==> src/rtl/ps2_pkg.sv <==
// Shared types and constants for the PS/2 key receiver.
// Define PS2_ASCII_EN to carry an ASCII translation with every event.
package ps2_pkg;

    localparam logic [7:0] PS2_PREFIX_EXT = 8'hE0;
    localparam logic [7:0] PS2_PREFIX_BRK = 8'hF0;

    typedef enum logic [1:0] {
        StIdle,
        StData,
        StParity,
        StStop
    } ps2_state_e;

`ifdef PS2_ASCII_EN
    typedef struct packed {
        logic       ext;
        logic       brk;
        logic [7:0] code;
        logic [7:0] ascii;
    } ps2_event_t;

    // Set 2 make codes for A-Z and 0-9; everything else has no ASCII form.
    function automatic logic [7:0] ps2_ascii(input logic [7:0] code);
        case (code)
            8'h1C: return 8'h41;
            8'h32: return 8'h42;
            8'h21: return 8'h43;
            8'h23: return 8'h44;
            8'h24: return 8'h45;
            8'h2B: return 8'h46;
            8'h34: return 8'h47;
            8'h33: return 8'h48;
            8'h43: return 8'h49;
            8'h3B: return 8'h4A;
            8'h42: return 8'h4B;
            8'h4B: return 8'h4C;
            8'h3A: return 8'h4D;
            8'h31: return 8'h4E;
            8'h44: return 8'h4F;
            8'h4D: return 8'h50;
            8'h15: return 8'h51;
            8'h2D: return 8'h52;
            8'h1B: return 8'h53;
            8'h2C: return 8'h54;
            8'h3C: return 8'h55;
            8'h2A: return 8'h56;
            8'h1D: return 8'h57;
            8'h22: return 8'h58;
            8'h35: return 8'h59;
            8'h1A: return 8'h5A;
            8'h45: return 8'h30;
            8'h16: return 8'h31;
            8'h1E: return 8'h32;
            8'h26: return 8'h33;
            8'h25: return 8'h34;
            8'h2E: return 8'h35;
            8'h36: return 8'h36;
            8'h3D: return 8'h37;
            8'h3E: return 8'h38;
            8'h46: return 8'h39;
            default: return 8'h00;
        endcase
    endfunction
`else
    typedef struct packed {
        logic       ext;
        logic       brk;
        logic [7:0] code;
    } ps2_event_t;
`endif

endpackage

==> src/rtl/ps2_frame_rx.sv <==
// PS/2 frame receiver: pin synchronisers, clock glitch filter, 11-bit frame FSM
// and inactivity timeout. Emits a received byte with good/error strobes.
module ps2_frame_rx
    import ps2_pkg::*;
#(
    parameter int unsigned FILT_LEN    = 4,
    parameter int unsigned TIMEOUT_CYC = 50000
) (
    input  logic       clk,
    input  logic       rst_n,
    input  logic       ps2k_clk,
    input  logic       ps2k_data,
    output logic [7:0] rx_byte,
    output logic       rx_good,
    output logic       err_parity,
    output logic       err_frame
);

    localparam int unsigned FW = $clog2(FILT_LEN + 1);
    localparam int unsigned TW = $clog2(TIMEOUT_CYC + 1);
    localparam logic [FW-1:0] FILT_MAX = FW'(FILT_LEN - 1);
    localparam logic [TW-1:0] TMO_MAX  = TW'(TIMEOUT_CYC - 1);

    logic          clk_s1_q, clk_s2_q, dat_s1_q, dat_s2_q;
    logic          filt_q, filt_d, filt_prev_q, fall;
    logic [FW-1:0] filt_cnt_q, filt_cnt_d;

    ps2_state_e    state_q, state_d;
    logic [2:0]    bit_cnt_q, bit_cnt_d;
    logic [7:0]    shreg_q, shreg_d;
    logic          par_q, par_d;
    logic [TW-1:0] tmo_q, tmo_d;
    logic          good_q, good_d, perr_q, perr_d, ferr_q, ferr_d;

    // Lines idle high, so the synchronisers and filter reset to 1.
    always_ff @(posedge clk or negedge rst_n) begin
        if (!rst_n) begin
            clk_s1_q    <= 1'b1;
            clk_s2_q    <= 1'b1;
            dat_s1_q    <= 1'b1;
            dat_s2_q    <= 1'b1;
            filt_q      <= 1'b1;
            filt_prev_q <= 1'b1;
            filt_cnt_q  <= '0;
        end else begin
            clk_s1_q    <= ps2k_clk;
            clk_s2_q    <= clk_s1_q;
            dat_s1_q    <= ps2k_data;
            dat_s2_q    <= dat_s1_q;
            filt_q      <= filt_d;
            filt_prev_q <= filt_q;
            filt_cnt_q  <= filt_cnt_d;
        end
    end

    // The filtered clock flips only after FILT_LEN consecutive opposing samples.
    always_comb begin
        filt_d     = filt_q;
        filt_cnt_d = '0;
        if (clk_s2_q != filt_q) begin
            if (filt_cnt_q == FILT_MAX) begin
                filt_d = clk_s2_q;
            end else begin
                filt_cnt_d = filt_cnt_q + 1'b1;
            end
        end
    end

    assign fall = filt_prev_q & ~filt_q;

    always_ff @(posedge clk or negedge rst_n) begin
        if (!rst_n) begin
            state_q   <= StIdle;
            bit_cnt_q <= '0;
            shreg_q   <= '0;
            par_q     <= 1'b0;
            tmo_q     <= '0;
            good_q    <= 1'b0;
            perr_q    <= 1'b0;
            ferr_q    <= 1'b0;
        end else begin
            state_q   <= state_d;
            bit_cnt_q <= bit_cnt_d;
            shreg_q   <= shreg_d;
            par_q     <= par_d;
            tmo_q     <= tmo_d;
            good_q    <= good_d;
            perr_q    <= perr_d;
            ferr_q    <= ferr_d;
        end
    end

    always_comb begin
        state_d   = state_q;
        bit_cnt_d = bit_cnt_q;
        shreg_d   = shreg_q;
        par_d     = par_q;
        good_d    = 1'b0;
        perr_d    = 1'b0;
        ferr_d    = 1'b0;

        if (state_q == StIdle || fall) begin
            tmo_d = '0;
        end else begin
            tmo_d = tmo_q + 1'b1;
        end

        if (fall) begin
            unique case (state_q)
                StIdle: begin
                    if (!dat_s2_q) begin
                        state_d   = StData;
                        bit_cnt_d = '0;
                        par_d     = 1'b0;
                    end
                end
                StData: begin
                    shreg_d   = {dat_s2_q, shreg_q[7:1]};
                    par_d     = par_q ^ dat_s2_q;
                    bit_cnt_d = bit_cnt_q + 1'b1;
                    if (bit_cnt_q == 3'd7) begin
                        state_d = StParity;
                    end
                end
                StParity: begin
                    par_d   = par_q ^ dat_s2_q;
                    state_d = StStop;
                end
                StStop: begin
                    state_d = StIdle;
                    // par_q holds the XOR of data and parity bits: 1 means odd.
                    if (!dat_s2_q) begin
                        ferr_d = 1'b1;
                    end else if (!par_q) begin
                        perr_d = 1'b1;
                    end else begin
                        good_d = 1'b1;
                    end
                end
                default: state_d = StIdle;
            endcase
        end else if (state_q != StIdle && tmo_q == TMO_MAX) begin
            state_d = StIdle;
            ferr_d  = 1'b1;
        end
    end

    assign rx_byte    = shreg_q;
    assign rx_good    = good_q;
    assign err_parity = perr_q;
    assign err_frame  = ferr_q;

endmodule

==> src/rtl/ps2_key_fifo.sv <==
// PS/2 keyboard receiver with E0/F0 prefix folding and a first-word-fall-through
// event FIFO. Define PS2_ASCII_EN to add the ev_ascii output and scan-code ROM.
module ps2_key_fifo
    import ps2_pkg::*;
#(
    parameter int unsigned FILT_LEN    = 4,
    parameter int unsigned FIFO_DEPTH  = 16,
    parameter int unsigned TIMEOUT_CYC = 50000
) (
    input  logic                        clk,
    input  logic                        rst_n,
    input  logic                        ps2k_clk,
    input  logic                        ps2k_data,
    output logic                        ev_valid,
    input  logic                        ev_ready,
    output logic [7:0]                  ev_code,
    output logic                        ev_ext,
    output logic                        ev_brk,
`ifdef PS2_ASCII_EN
    output logic [7:0]                  ev_ascii,
`endif
    output logic [$clog2(FIFO_DEPTH):0] fifo_level,
    output logic                        err_parity,
    output logic                        err_frame,
    output logic                        ovf
);

    localparam int unsigned AW = $clog2(FIFO_DEPTH);
    localparam int unsigned LW = AW + 1;

    logic [7:0]    rx_byte;
    logic          rx_good, rx_perr, rx_ferr;

    ps2_event_t    mem [FIFO_DEPTH];
    ps2_event_t    new_ev, head;
    logic [AW-1:0] wr_ptr_q, wr_ptr_d, rd_ptr_q, rd_ptr_d;
    logic [LW-1:0] level_q, level_d;
    logic          ext_q, ext_d, brk_q, brk_d, ovf_q, ovf_d;
    logic          push, push_ok, pop, full;

    ps2_frame_rx #(
        .FILT_LEN    (FILT_LEN),
        .TIMEOUT_CYC (TIMEOUT_CYC)
    ) u_frame_rx (
        .clk        (clk),
        .rst_n      (rst_n),
        .ps2k_clk   (ps2k_clk),
        .ps2k_data  (ps2k_data),
        .rx_byte    (rx_byte),
        .rx_good    (rx_good),
        .err_parity (rx_perr),
        .err_frame  (rx_ferr)
    );

    always_comb begin
        new_ev      = '0;
        new_ev.ext  = ext_q;
        new_ev.brk  = brk_q;
        new_ev.code = rx_byte;
`ifdef PS2_ASCII_EN
        // Extended keys never share ASCII with their unprefixed codes.
        new_ev.ascii = ext_q ? 8'h00 : ps2_ascii(rx_byte);
`endif
    end

    always_comb begin
        full    = (level_q == LW'(FIFO_DEPTH));
        pop     = (level_q != '0) && ev_ready;
        push    = rx_good && (rx_byte != PS2_PREFIX_EXT) && (rx_byte != PS2_PREFIX_BRK);
        push_ok = push && (!full || pop);
        ovf_d   = push && !push_ok;

        ext_d = ext_q;
        brk_d = brk_q;
        if (rx_perr || rx_ferr) begin
            ext_d = 1'b0;
            brk_d = 1'b0;
        end else if (rx_good) begin
            if (rx_byte == PS2_PREFIX_EXT) begin
                ext_d = 1'b1;
            end else if (rx_byte == PS2_PREFIX_BRK) begin
                brk_d = 1'b1;
            end else begin
                ext_d = 1'b0;
                brk_d = 1'b0;
            end
        end

        wr_ptr_d = wr_ptr_q;
        rd_ptr_d = rd_ptr_q;
        if (push_ok) begin
            wr_ptr_d = wr_ptr_q + 1'b1;
        end
        if (pop) begin
            rd_ptr_d = rd_ptr_q + 1'b1;
        end
        level_d = level_q + LW'(push_ok) - LW'(pop);
    end

    always_ff @(posedge clk or negedge rst_n) begin
        if (!rst_n) begin
            wr_ptr_q <= '0;
            rd_ptr_q <= '0;
            level_q  <= '0;
            ext_q    <= 1'b0;
            brk_q    <= 1'b0;
            ovf_q    <= 1'b0;
        end else begin
            wr_ptr_q <= wr_ptr_d;
            rd_ptr_q <= rd_ptr_d;
            level_q  <= level_d;
            ext_q    <= ext_d;
            brk_q    <= brk_d;
            ovf_q    <= ovf_d;
        end
    end

    always_ff @(posedge clk) begin
        if (push_ok) begin
            mem[wr_ptr_q] <= new_ev;
        end
    end

    // Storage is not reset, so the head is masked while the FIFO is empty.
    assign head       = mem[rd_ptr_q];
    assign ev_valid   = (level_q != '0);
    assign ev_code    = ev_valid ? head.code : 8'h00;
    assign ev_ext     = ev_valid & head.ext;
    assign ev_brk     = ev_valid & head.brk;
`ifdef PS2_ASCII_EN
    assign ev_ascii   = ev_valid ? head.ascii : 8'h00;
`endif
    assign fifo_level = level_q;
    assign err_parity = rx_perr;
    assign err_frame  = rx_ferr;
    assign ovf        = ovf_q;

endmodule

==> config.mk <==
export PLATFORM = sky130hd
export DESIGN_NAME = ps2_key_fifo
export DESIGN_NICKNAME = d
export VERILOG_FILES = /design/src/rtl/ps2_pkg.sv /design/src/rtl/ps2_frame_rx.sv /design/src/rtl/ps2_key_fifo.sv
export SDC_FILE = /design/constraint.sdc
export NUM_CORES = 1
export LEC_CHECK = 0
export CAP_MARGIN = 20
export CORE_MARGIN = 10
export CORE_UTILIZATION = 45
export CTS_CLUSTER_DIAMETER = 150
export CTS_CLUSTER_SIZE = 12
export DETAILED_ROUTE_END_ITERATION = 10
export PLACE_DENSITY_LB_ADDON = 0.15
export SYNTH_ARGS = -nofsm -noshare
export SYNTH_HDL_FRONTEND = slang
export SYNTH_SLANG_ARGS = --single-unit
==> constraint.sdc <==
create_clock -name clk -period 6.3 [get_ports clk]
set_clock_uncertainty 0.15 [all_clocks]
set_input_delay 0.63 -clock clk [delete_from_list [all_inputs] [get_ports clk]]
set_output_delay 0.63 -clock clk [all_outputs]
set_load 0.01 [all_outputs]
* Yosys cells after proc, flatten, opt, wreduce, memory -nomap -nowiden
Memories as Yosys holds them, arrays and structs flattened.
Cells that the tools add are included.
** Operators by class
- Add/sub/neg operators :: 7
- Equal/unequal tests :: 17
- Mux-type cells :: 35
- Bitwise operators :: 5
- Reduce and logical (&&, ||, !) cells :: 26
** Operators with widths (count)
- 2-to-1 mux 1 bit :: 23
- adder 16 x 1 -> 16 bit (second input constant) :: 1
- == test 16 bit (second input constant) :: 1
- == test 8 bit (second input constant) :: 2
- 2-to-1 mux 16 bit :: 1
- inequality test 8 bit (second input constant) :: 2
- nonzero test 2 bit :: 5
- 2-to-1 mux 3 bit :: 3
- inequality test 3 bit (second input constant) :: 3
- AND reduction 3 bit :: 3
- adder 4 x 1 -> 4 bit (second input constant) :: 2
- 2-to-1 mux 2 bit :: 4
- 2-to-1 mux 8 bit :: 1
- case mux 2 bit (4 select lines) :: 1
- AND reduction 2 bit :: 4
- adder 3 x 1 -> 3 bit (second input constant) :: 2
- logical AND 1 bit :: 6
- case mux 3 bit (2 select lines) :: 1
- adder 5 x 1 -> 5 bit :: 1
- == test 5 bit (second input constant) :: 1
- nonzero test 5 bit :: 1
- subtractor 5 x 1 -> 5 bit :: 1
- == test 2 bit (second input constant) :: 2
- inequality test 2 bit (second input constant) :: 2
- 12 further kinds :: 17
** Word-level totals
- Register bits :: 58
- Bits in writable memories :: 160
- Input bits :: 5
- Output and inout port bits :: 19
- Logic and storage cells :: 112
- Memories :: 1
** Memory list
- mem :: depth 16, bits a word 10, read ports 1, clocked after memory_dff 0, write ports 1, RTL line ps2_key_fifo.sv:34 : ps2_event_t mem [FIFO_DEPTH];

* Longest topological paths before layout
Gate-level depths: netlist of the first run.
- Word-level depth :: 6
- Gate-level depth with buffers :: 13
- Depth with buffers taken out :: 13

* Hierarchy
From an unflattened synthesis of the first run, not the netlist that was laid out.
** Second synthesis, totals
- Cell total of the unflattened synthesis :: 521
- Area, all modules :: 9122.5 um^2
** Modules (own cells, without submodules)
- ps2_key_fifo :: times used 1, cells each 357, area each 7218.2 um^2, sequential area each 5205.0 um^2
- ps2_frame_rx :: times used 1, cells each 164, area each 1904.3 um^2, sequential area each 1058.5 um^2

* Worst setup path after synthesis of the first run
OpenSTA, ideal clock, no wires.
- Path kind :: register to register
- Start :: register u_frame_rx.shreg_q[2], in the netlist u_frame_rx.rx_byte[2]
- End :: memory mem[0][0] (netlist bit) (enable)
- Setup time :: 407 ps
- Arrival :: 2373 ps
- Required time :: 5743 ps
- Path slack :: 3370 ps
- Cell stages (with the launch flop) :: 6
- Path buffers :: 0
- Clock period less this slack :: 2930 ps
- Cells stage by stage :: dfrtp_1 nand4b_1 o41a_1 and2_1 clkinv_1 nor4b_1
** On the way
- Word-level cells in the longest chain between the ends :: 6
- Elaborated cells on any way between the ends :: 7
- Classes of those cells :: eq/ne (2); mux (2); reduce/logical (3)
** Ends and longest elaborated chain
- start: declaration :: RTL line ps2_frame_rx.sv:30 : logic [7:0] shreg_q, shreg_d;
- start signal: assignment :: RTL line ps2_frame_rx.sv:84 : shreg_q <= shreg_d;
- inequality test 8 bit :: RTL line ps2_key_fifo.sv:69 : push = rx_good && (rx_byte != PS2_PREFIX_EXT) && (rx_byte != PS2_PREFIX_BRK);
- logical AND 1 bit :: RTL line ps2_key_fifo.sv:69
- logical AND 1 bit * :: RTL line ps2_key_fifo.sv:69
- logical AND 1 bit * :: RTL line ps2_key_fifo.sv:70 : push_ok = push && (!full || pop);
- 2-to-1 mux 1 bit * :: RTL line ps2_key_fifo.sv:119 : if (push_ok) begin
- 2-to-1 mux 1 bit (implied by the code) * :: RTL line ps2_key_fifo.sv:120 : mem[wr_ptr_q] <= new_ev;
- end: declaration :: RTL line ps2_key_fifo.sv:34
Mark *: on every way between the ends. The rest lies on a longest branch, timed or not.

* Worst setup path in the final report of the first run
- Start :: register rd_ptr_q[0]
- End :: output port ev_code[3]
** On the way
- Word-level cells in the longest chain between the ends :: 2
** Ends and longest elaborated chain
- start: declaration :: RTL line ps2_key_fifo.sv:36 : logic [AW-1:0] wr_ptr_q, wr_ptr_d, rd_ptr_q, rd_ptr_d;
- start signal: assignment :: RTL line ps2_key_fifo.sv:110 : rd_ptr_q <= rd_ptr_d;
- memory (16 x 10 bit)
- 2-to-1 mux 8 bit :: RTL line ps2_key_fifo.sv:127 : assign ev_code = ev_valid ? head.code : 8'h00;
- end: declaration :: RTL line ps2_key_fifo.sv:16 : output logic [7:0] ev_code,
Every way passes these cells.

==> summary.md, run 1 <==
| Metric | Value |
|---|---|
| CTS buffer count | 22 |
| Comb power frac | 22.4% |
| Pwr dens | 386 nW/um^2 |
| RR Endpoint | fifo_level[4]$_DFF_PN0_ |
| Area delta synth->final | 12.8% |
| Clk Latency, worst-skew pair | 0.50 ns |
| CP Launch Point | rd_ptr_q[0]$_DFFE_PN0P_ |
| Crit path to | ev_code[3] |
| Count leader, synth | edfxtp_1 |
| Critical Path Max Stage Delay | 1.01 ns |
| Post-synth EDFFs | 160 |
| Number of synthesized register bits | 218 |
| Clk sinks | 218 |
| Worst-path maximum fanout | 28 |
| Grt met3 use | 2.93% |
| Worst reg-to-reg setup slack | 2.56 ns |
| Vias in the first global route | 5,010 |
| Most used DFF post-synth | edfxtp_1 |
| Syn Nets | 557 |
| Gate Count Post-Synth | 530 |
| Cell taking the most area after synthesis | edfxtp_1 |
| Slew Limit Fails | 0 |
| Final core utilization | 52.0% |
| # resized after CTS | 0 |
| Top post-synthesis cells by area | edfxtp_1, dfrtp_1, mux4_2, ha_1, dfstp_2 |
| CTS max path bufs | 3 |
| Total GRT Usage | 13.6% |
| IO Pins | 24 |
| Routed length per placed instance | 21.0 um |
| Run status | completed |
| Layout cell share with drive strength beyond 1 | 17.4% |
| Crit-path leading delay family | buffers and inverters |
| Full die area | 26,200 um^2 |
| Diodes inserted | 0 |
| # DRC | 0 |
| WP buf/inv | 2 |
| Beginning of the worst register-to-register path | u_frame_rx.rx_byte[2]$_DFFE_PN0P_ |
| Cell Area, Synth | 9050 um^2 |
| Max_cap viols | 0 |
| Met2 usage | 21.8% |
| Clock power frac | 30.3% |
| HPWL reported at the end of detailed placement | 10,900 um |
| RSZ-0062 raised after global routing | no |
| Met1 layer usage reported by global route | 18.5% |
| Chip height | 162 um |
| R2R depth | 12 |
| Sequential cell area fraction in the yosys report | 69.2% |
| Final worst slack | 1.98 ns |
| Achievable Freq | 231 MHz |
| Die width | 162 um |
| Vias per cell | 5.53 |
| Clk root buf | clkbuf_16 |
| Sequential fraction of design power | 47.3% |
| Netlist cell types | 55 |
| Yosys warns | 0 |
| Synth cell count leaders | edfxtp_1, dfrtp_1, mux4_2, nor2_1 |
| Largest net degree at the start of global routing | 59 |
| H-tree Lvls | 1 |
| Drt first pass iters | 4 |
| Arrival time of the worst setup path | 3.54 ns |
| Final setup viols | 0 |
| Initial antenna violation count | 0 |
| WS Path Type | reg2out |
| Drt total wl | 17,600 um |
| Total negative slack | 0 ns |
| Iteration-0 DRC count of the detailed router | 291 |
| Avg Cell Area, Syn | 17.1 um^2 |
| Internal | 2.79 mW |
| Tcrit/Tclk final | 68.6% |
| Setup crit end kind | output pin |
| Via count | 4,641 |
| Initial core utilization | 46.1% |
| Switch share | 29.1% |
| Total number of cells along the worst setup path | 5 |
| Worst slack at placement | 2.42 ns |
| CP startpoint kind | register |
| First-pass GRT wire length | 28,300 um |
| Hold Buf Count CTS | 0 |
| PortBufs | 23 |
| Area fraction of the dominant cell type after synthesis | 53.1% |
| Final hold vios | 0 |
| Static leakage | 3.78 nW |
| Least-Margin Pin Slew | 1.04 ns |
| Post-CTS Repair Setup Buffers | 0 |
| DRT antenna net count | 0 |
| CTS tree | built |
| CORE AREA | 19,700 um^2 |
| Routability cong. | 0.761 |
| Finished Cell Area | 10,200 um^2 |
| Slew headroom | 30.6% |
| CP max stage cell | dfrtp_2 |
| Placed inst area | 9570 um^2 |
| Clock Pin Slew Worst Setup and Hold Paths | 0.06 ns |
| Psw | 1.15 mW |
| Row Count | 51 |
| Fin crit period | 4.32 ns |
| Max rail drop VDD | 0.225 mV |
| Hold crit path type | in2async |
| Remaining global-route overflow | 0 |
| Req. time, crit path | 5.52 ns |
| Ys async rst share | 26.6% |
| Fin nets | 586 |
| Critical-path cell list | buf_4 > mux4_2 > mux2i_1 > a211oi_1 > clkdlybuf4s50_1 |
| Gr busiest metal | met2 |
-- cell usage in the layout, fill, tap and decap left out, types with 4 or more instances in the layout --
cell type	n
edfxtp_1	160
dfrtp_1	51
mux4_2	40
nor2_1	25
clkbuf_16	23
clkdlybuf4s50_1	22
a211oi_1	21
ha_1	21
inv_1	17
clkbuf_1	16
nor2b_1	15
nand2_1	14
and3_1	12
nand3_1	12
xnor2_1	11
xor2_1	10
mux2i_1	10
a21oi_1	10
o21ai_0	10
mux2_2	8
buf_4	8
dfstp_2	6
nand4_1	5
nor3b_1	4
-- metal layers --
layer / routed length, um / vias to the layer above
li1: - / 2112
met1: 7790 / 2412
met2: 8540 / 97
met3: 1050 / 20
met4: 235 / 0
met5: 0 / -
-- how the worst min path moves through the flow --
stage / startpoint / endpoint / slack [ns] / cells past startpoint
detailed placement: u_frame_rx.clk_s1_q$_DFF_PN1_ / u_frame_rx.clk_s2_q$_DFF_PN1_ / 0.20 / 0
CTS: rst_n / u_frame_rx.tmo_q[0]$_DFF_PN0_ / 0.14 / 2
floorplan: rst_n / brk_q$_DFFE_PN0P_ / 0.18 / 0
finish: rst_n / u_frame_rx.tmo_q[0]$_DFF_PN0_ / 0.12 / 2
global placement: u_frame_rx.clk_s1_q$_DFF_PN1_ / u_frame_rx.clk_s2_q$_DFF_PN1_ / 0.20 / 0
global route: rst_n / u_frame_rx.tmo_q[9]$_DFF_PN0_ / 0.19 / 2
-- stage by stage --
| step | power [mW] | std cells | hold slack, ns |
|---|---|---|---|
| 2_1_floorplan | 2.47 | 530 | 0.184 |
| 3_3_place_gp | 2.77 | 799 | 0.196 |
| 3_5_place_dp | 2.80 | 800 | 0.197 |
| 4_1_cts | 4.00 | 840 | 0.145 |
| 5_1_grt | 4.15 | 840 | 0.192 |
| 6_report | 3.94 | 840 | 0.121 |
-- logic make-up after synthesis --
kind of cell | count (synthesis) | share of synthesized area (%)
AND/OR/NAND/NOR | 114 | 7.14
AO/OA/AOI/OAI | 52 | 3.94
XOR/XNOR | 21 | 2.03
multiplexers | 58 | 12.0
flip-flops | 218 | 69.2
adder cells (fa/ha/maj) | 22 | 3.12
buffers and inverters | 45 | 2.54
-- state kept, by name, indices dropped and copies added, names as in the netlist, 2 cells and up --
| name | count |
|---|---|
| mem | 160 |
| u_frame_rx.tmo_q | 16 |
| u_frame_rx.rx_byte | 8 |
| fifo_level | 5 |
| rd_ptr_q | 4 |
| wr_ptr_q | 4 |
| u_frame_rx.bit_cnt_q | 3 |
| u_frame_rx.filt_cnt_q | 3 |
| u_frame_rx.state_q | 2 |
-- power by group through the flow --
stage | Sequential (mW) | Combinational (mW) | Clock, mW
2_1_floorplan | 1.77 | 0.706 | 0
3_3_place_gp | 1.89 | 0.882 | 0
3_5_place_dp | 1.90 | 0.897 | 0
4_1_cts | 1.87 | 0.900 | 1.22
5_1_grt | 1.89 | 0.970 | 1.29
6_report | 1.86 | 0.882 | 1.20
-- cell type report --
type | count | area (um^2)
fill | 1654 | 9440
sequential | 218 | 6260
multi-input combinational | 267 | 2610
clock buffer | 39 | 636
tap | 265 | 332
timing repair buffer | 32 | 297
inverter | 18 | 67.6
clock inverter | 1 | 11.3
-- worst reg2reg max path: stages (launching register included) --
cell      delay [ns]
dfrtp_1         0.78
nand4b_1        0.20
o41a_1          0.25
and2_1          0.36
clkinv_1        0.41
ha_1            0.42
inv_1           0.04
ha_1            0.20
fa_1            0.40
a21oi_1         0.17
nor2_1          0.05
nor2_1          0.10
xnor2_1         0.12
Note: power is estimated with default switching activity, not from simulation.
==> run 2: changes to the inputs <==
clock period = 4.11 ns   (was 6.3 ns; I/O delays follow)
==> run 2 against run 1 <==
  * Non-clock buffer count rose by 11
  * Clock-buffer cell count stayed put
  * Wire length is 4.5% higher
  * Final area is 0.77% higher
  * Global-route usage rose by 0.61 points
  * Combinational power rose by 67%
  * Critical path type unchanged
  * Largest cell class unchanged
  * Largest power group unchanged
==> summary.md, run 2 (same netlist as run 1, synthesis figures left out) <==
| Metric | Value |
|---|---|
| Vias per cell | 5.50 (was 5.53) |
| Commonest non-fill, non-tap cell in the layout | edfxtp_1 (unchanged) |
| Largest register FFs | 160 (unchanged) |
| CORE AREA | 19,700 um^2 (unchanged) |
| First-pass GRT wire length | 28,800 um (was 28,300 um) |
| FF/Latch Area | 6260 um^2 (unchanged) |
| CTS max path bufs | 3 (unchanged) |
| # resized after CTS | 0 (unchanged) |
| Largest net degree at the start of global routing | 43 (was 59) |
| Cell Count Post-Placement | 810 (was 800) |
| Total negative slack | 0 ns (unchanged) |
| Diodes inserted | 0 (unchanged) |
| Full die area | 26,200 um^2 (unchanged) |
| Row Count | 51 (unchanged) |
| CTS tree | built (unchanged) |
| RSZ-0062 raised after global routing | no (unchanged) |
| CP startpoint kind | register (unchanged) |
| Fin crit period | 3.57 ns |
| Clk Latency, worst-skew pair | 0.50 ns (about the same) |
| Iteration-0 DRC count of the detailed router | 356 (was 291) |
| Tcrit/Tclk final | 86.9% |
| PortBufs | 23 (unchanged) |
| Worst reg-to-reg setup slack | 0.69 ns (was 2.56 ns) |
| CTS buffer count | 22 (unchanged) |
| Area delta synth->final | 13.7% (was 12.8%) |
| Initial core utilization | 46.1% (unchanged) |
| Drt total wl | 18,400 um (was 17,600 um) |
| Static leakage | 3.85 nW (was 3.78 nW) |
| Final hold vios | 0 (unchanged) |
| Run status | completed (unchanged) |
| Slew Limit Fails | 0 (unchanged) |
| Critical-path cell list | buf_4 > mux4_2 > nor2b_1 > a211oi_1 > a211oi_1 > clkdlybuf4s50_1 (was buf_4 > mux4_2 > mux2i_1 > a211oi_1 > clkdlybuf4s50_1) |
| Clock Pin Slew Worst Setup and Hold Paths | 0.06 ns (about the same) |
| Setup crit end kind | output pin (unchanged) |
| Least-Margin Pin Slew | 0.888 ns (was 1.04 ns) |
| Filler cells | 1,656 (was 1,654) |
| Post-CTS Repair Setup Buffers | 0 (unchanged) |
| Critical Path Max Stage Delay | 0.76 ns (was 1.01 ns) |
| Vias in the first global route | 4,964 (was 5,010) |
| Total GRT Usage | 14.2% (was 13.6%) |
| Crit-path leading delay family | buffers and inverters (unchanged) |
| Max rail drop VDD | 0.451 mV (was 0.225 mV) |
| # DRC | 0 (unchanged) |
| Via count | 4,683 (was 4,641) |
| Clk root buf | clkbuf_16 (unchanged) |
| Req. time, crit path | 3.55 ns (was 5.52 ns) |
| Layout cell share with drive strength beyond 1 | 18.4% (was 17.4%) |
| WP buf/inv | 2 (unchanged) |
| Pwr dens | 591 nW/um^2 (was 386 nW/um^2) |
| Cell Count, Final, Fillers Out | 851 (was 840) |
| Routability cong. | 0.763 (was 0.761) |
| Fin nets | 597 (was 586) |
| Drt first pass iters | 4 (unchanged) |
| Most frequent cells in the layout | edfxtp_1, dfrtp_1, mux4_2 (unchanged) |
| Final setup viols | 0 (unchanged) |
| Initial antenna violation count | 0 (unchanged) |
| DRT antenna net count | 0 (unchanged) |
| WS Path Type | reg2out (unchanged) |
| Achievable Freq | 280 MHz |
| Routed length per placed instance | 21.6 um (was 21.0 um) |
| H-tree Lvls | 1 (unchanged) |
| Chip height | 162 um (unchanged) |
| CP max stage cell | dfrtp_1 (was dfrtp_2) |
| Most Frequent Cell on Critical Path | a211oi_1 |
| Largest register by flop count | mem (unchanged) |
| Die width | 162 um (unchanged) |
| Slew headroom | 40.8% (was 30.6%) |
| Worst-path maximum fanout | 12 (was 28) |
| Clk sinks | 218 (unchanged) |
| HPWL reported at the end of detailed placement | 11,500 um (was 10,900 um) |
| Arrival time of the worst setup path | 3.01 ns (was 3.54 ns) |
| Area of the multi-input gates | 2580 um^2 (was 2610 um^2) |
| Hold crit path type | in2reg (was in2async) |
| IO Pins | 24 (unchanged) |
| Remaining global-route overflow | 0 (unchanged) |
| Max_cap viols | 0 (unchanged) |
[run 2: changes by cell type in the layout (fill, tap and decap cells not counted), sizes merged]
cell / before / now
buf: 10 / 20
dlygate4sd3: 0 / 1
[run 2: metrics by stage]
| step | hold WS, ns | total power, mW | utilization, % | worst slack [ns] | instance area (um^2) |
|---|---|---|---|---|---|
| floorplan | -0.0346 | 3.79 | - | 1.18 | 9050 |
| global placement | 0.198 | 4.30 | 49.0 | 0.767 | 9640 |
| detailed placement | 0.203 | 4.34 | 49.0 | 0.643 | 9640 |
| CTS | 0.153 | 6.17 | 52.4 | 0.435 | 10300 |
| global route | 0.181 | 6.41 | 52.4 | 0.313 | 10300 |
| finish | 0.166 | 6.08 | 52.4 | 0.538 | 10300 |
[run 2: repair_timing]
item                                   in CTS  in global routing
endpoints found under the hold margin      16                  0
hold buffers                                1                  0
setup endpoints to repair                   0                  0
[run 2: path summary, 6_finish.rpt]
check,from,endpoint,cells after the start
worst min register to register,u_frame_rx.dat_s1_q$_DFF_PN1_,u_frame_rx.dat_s2_q$_DFF_PN1_,0
max in group asynchronous,rst_n,rd_ptr_q[0]$_DFFE_PN0P_,3
worst max-delay path,rd_ptr_q[3]$_DFFE_PN0P_,ev_code[7],6
worst min-delay path,ps2k_clk,u_frame_rx.clk_s1_q$_DFF_PN1_,1
worst max register to register,u_frame_rx.rx_byte[5]$_DFFE_PN0P_,fifo_level[4]$_DFF_PN0_,12
min in group asynchronous,rst_n,u_frame_rx.tmo_q[7]$_DFF_PN0_,2
[run 2: layout make-up]
cell class                 instances  share of cell area, %
sequential                       218                   60.9
clock inverter                     1                  0.109
timing repair buffer              43                   3.91
clock buffer                      39                   6.17
inverter                          18                  0.656
multi-input combinational        267                   25.1
tap                              265                   3.22
[run 2: routing by layer]
metal	global-route usage (%)	vias up	share of wire [%]
met5	0	-	0
met4	3.68	0	1.5
met3	2.40	22	4.6
met2	23.5	95	49
met1	18.9	2435	45
li1	-	2131	-
[run 2: power breakdown]
part	switching [mW]	leakage (nW)	internal, mW
combinational	0.721	1.14	0.744
sequential	0.254	2.40	2.54
clock	0.775	0.308	1.05
==> run 3: changes to the inputs <==
--- a/config.mk
+++ b/config.mk
@@ -14,2 +14,3 @@
 export PLACE_DENSITY_LB_ADDON = 0.15
+export SKIP_LAST_GASP = 1
 export SYNTH_ARGS = -nofsm -noshare
--- a/constraint.sdc
+++ b/constraint.sdc
@@ -4,2 +4,2 @@
 set_output_delay 0.411 -clock clk [all_outputs]
-set_load 0.01 [all_outputs]
+set_load 0.005 [all_outputs]
==> run 3 against run 2 <==
  * Combinational power hardly changed
  * Maximum frequency is 1.2% higher
  * Clock power barely moved
  * Clock-buffer cell count did not move
  * Via count up 1.1%
  * Global-route usage grew 0.26 points
  * Critical path depth stayed put
  * Hold slack got worse by 0.0038 ns
  * Largest cell class unchanged
==> summary.md, run 3 (same netlist as run 1, synthesis figures left out) <==
| Metric | Value |
|---|---|
| Cell Count, Final, Fillers Out | 851 (unchanged) |
| Total GRT Usage | 14.4% (was 14.2%) |
| First-pass GRT wire length | 29,400 um (was 28,800 um) |
| Final setup viols | 0 (unchanged) |
| Internal | 4.32 mW (was 4.33 mW) |
| DRT antenna net count | 0 (unchanged) |
| Fin crit period | 3.53 ns (was 3.57 ns) |
| Most Frequent Cell on Critical Path | a211oi_1 (unchanged) |
| Final hold vios | 0 (unchanged) |
| CP startpoint kind | register (unchanged) |
| Placed inst area | 9620 um^2 (was 9640 um^2) |
| Finished Cell Area | 10,300 um^2 (about the same) |
| Vias in the first global route | 5,036 (was 4,964) |
| Via count | 4,736 (was 4,683) |
| Clk root buf | clkbuf_16 (unchanged) |
| Total power | 6.04 mW (was 6.08 mW) |
| Chip height | 162 um (unchanged) |
| Die width | 162 um (unchanged) |
| Fin nets | 597 (unchanged) |
| Sequential fraction of design power | 45.4% (was 46.0%) |
| WP buf/inv | 2 (unchanged) |
| Run status | completed (unchanged) |
| Psw | 1.72 mW (was 1.75 mW) |
| Setup crit end kind | output pin (unchanged) |
| Drt first pass iters | 4 (unchanged) |
| Largest register by flop count | mem (unchanged) |
| Iteration-0 DRC count of the detailed router | 353 (was 356) |
| Commonest non-fill, non-tap cell in the layout | edfxtp_1 (unchanged) |
| Layout cell share with drive strength beyond 1 | 18.4% (unchanged) |
| CTS max path bufs | 3 (unchanged) |
| Arrival time of the worst setup path | 2.97 ns (was 3.01 ns) |
| Area delta synth->final | 13.5% (was 13.7%) |
| Req. time, crit path | 3.55 ns (about the same) |
| Critical-path cell list | buf_4 > mux4_2 > nor2b_1 > a211oi_1 > a211oi_1 > clkdlybuf4s50_1 (unchanged) |
| Achievable Freq | 283 MHz (was 280 MHz) |
| WS Path Type | reg2out (unchanged) |
| Switch share | 28.5% (was 28.8%) |
| Vias per cell | 5.57 (was 5.50) |
| Initial antenna violation count | 0 (unchanged) |
| Max rail drop VDD | 0.487 mV (was 0.451 mV) |
| Diodes inserted | 0 (unchanged) |
| Most frequent cells in the layout | edfxtp_1, dfrtp_1, mux4_2 (unchanged) |
| Initial core utilization | 46.1% (unchanged) |
| Full die area | 26,200 um^2 (unchanged) |
| Largest register FFs | 160 (unchanged) |
| Pwr dens | 588 nW/um^2 (was 591 nW/um^2) |
| Slew Limit Fails | 0 (unchanged) |
| Routability cong. | 0.769 (was 0.763) |
| Crit-path leading delay family | buffers and inverters (unchanged) |
| # DRC | 0 (unchanged) |
| Largest net degree at the start of global routing | 32 (was 43) |
| CTS buffer count | 22 (unchanged) |
| Routed length per placed instance | 22.2 um (was 21.6 um) |
| CTS tree | built (unchanged) |
| Critical Path Max Stage Delay | 0.69 ns (was 0.76 ns) |
| PortBufs | 23 (unchanged) |
| Clk sinks | 218 (unchanged) |
| Clk Latency, worst-skew pair | 0.50 ns (about the same) |
| Slew headroom | 40.1% (was 40.8%) |
| HPWL reported at the end of detailed placement | 11,600 um (was 11,500 um) |
| Cell Count Post-Placement | 810 (unchanged) |
| Static leakage | 3.84 nW (was 3.85 nW) |
| Comb power frac | 24.3% (was 24.1%) |
| IO Pins | 24 (unchanged) |
| Hold crit path type | in2reg (unchanged) |
| Total negative slack | 0 ns (unchanged) |
| Remaining global-route overflow | 0 (unchanged) |
| H-tree Lvls | 1 (unchanged) |
| CORE AREA | 19,700 um^2 (unchanged) |
| Drt total wl | 18,900 um (was 18,400 um) |
| Worst reg-to-reg setup slack | 0.70 ns (was 0.69 ns) |
| Clock Pin Slew Worst Setup and Hold Paths | 0.06 ns (about the same) |
| Worst-path maximum fanout | 13 (was 12) |
| Max_cap viols | 0 (unchanged) |
| Least-Margin Pin Slew | 0.898 ns (was 0.888 ns) |
| RSZ-0062 raised after global routing | no (unchanged) |
| Clock power frac | 30.3% (was 29.9%) |
| Tcrit/Tclk final | 85.9% (was 86.9%) |
| Filler cells | 1,660 (was 1,656) |
| CP max stage cell | dfrtp_1 (unchanged) |
| Row Count | 51 (unchanged) |
[run 3: worst paths after layout]
| path | startpoint | to | cells after the start |
|---|---|---|---|
| worst max-delay path | rd_ptr_q[3]$_DFFE_PN0P_ | ev_code[7] | 6 |
| worst min-delay path | ps2k_data | u_frame_rx.dat_s1_q$_DFF_PN1_ | 1 |
| worst max register to register | u_frame_rx.rx_byte[1]$_DFFE_PN0P_ | fifo_level[4]$_DFF_PN0_ | 11 |
| worst min register to register | u_frame_rx.dat_s1_q$_DFF_PN1_ | u_frame_rx.dat_s2_q$_DFF_PN1_ | 0 |
| max in group asynchronous | rst_n | u_frame_rx.rx_byte[1]$_DFFE_PN0P_ | 3 |
| min in group asynchronous | rst_n | u_frame_rx.err_parity$_DFF_PN0_ | 2 |
[run 3: power by group through the flow]
stage | clock, mW | combinational [mW] | sequential (mW)
finish | 1.83 | 1.47 | 2.74
global route | 1.97 | 1.62 | 2.77
CTS | 1.88 | 1.51 | 2.75
detailed placement | 0 | 1.50 | 2.79
global placement | 0 | 1.47 | 2.77
floorplan | 0 | 1.05 | 2.70
[run 3: layout make-up]
type                       instances  area [um^2]  share of cell area, %
tap                              265          332                   3.23
clock buffer                      39          636                   6.18
inverter                          18         67.6                  0.657
clock inverter                     1         11.3                  0.110
multi-input combinational        267         2580                   25.1
timing repair buffer              43          390                   3.80
sequential                       218         6260                   60.9
[run 3: stage by stage]
step	hold slack, ns	worst slack (ns)	utilization [%]
after global placement	0.198	0.791	49.0
after global routing	0.160	0.384	52.3
after floorplan	-0.0346	1.18	-
after detailed placement	0.198	0.698	49.0
after CTS	0.150	0.510	52.3
final	0.162	0.580	52.3
[run 3: worst reg2reg max path: stages (launching register included)]
cell and delay (ns):
dfrtp_1 0.69, o41a_1 0.39, and2_1 0.34, clkinv_1 0.31, ha_1 0.37, inv_1 0.04, ha_1 0.20, fa_1 0.41
a21oi_1 0.16, nor2_1 0.05, nor2_1 0.11, xnor2_1 0.12
[run 3: repair_timing]
action / in CTS / in global routing
hold buffers: 1 / 0
endpoints found under the hold margin: 23 / 0
setup buffers: 0 / 0
gates resized for setup: 0 / 0
[run 3: per-layer routing]
metal,wire length [um],GRT usage [%]
met5,0,0
met4,199,3.06
met2,9050,23.3
met3,1280,2.60
met1,8340,20.0
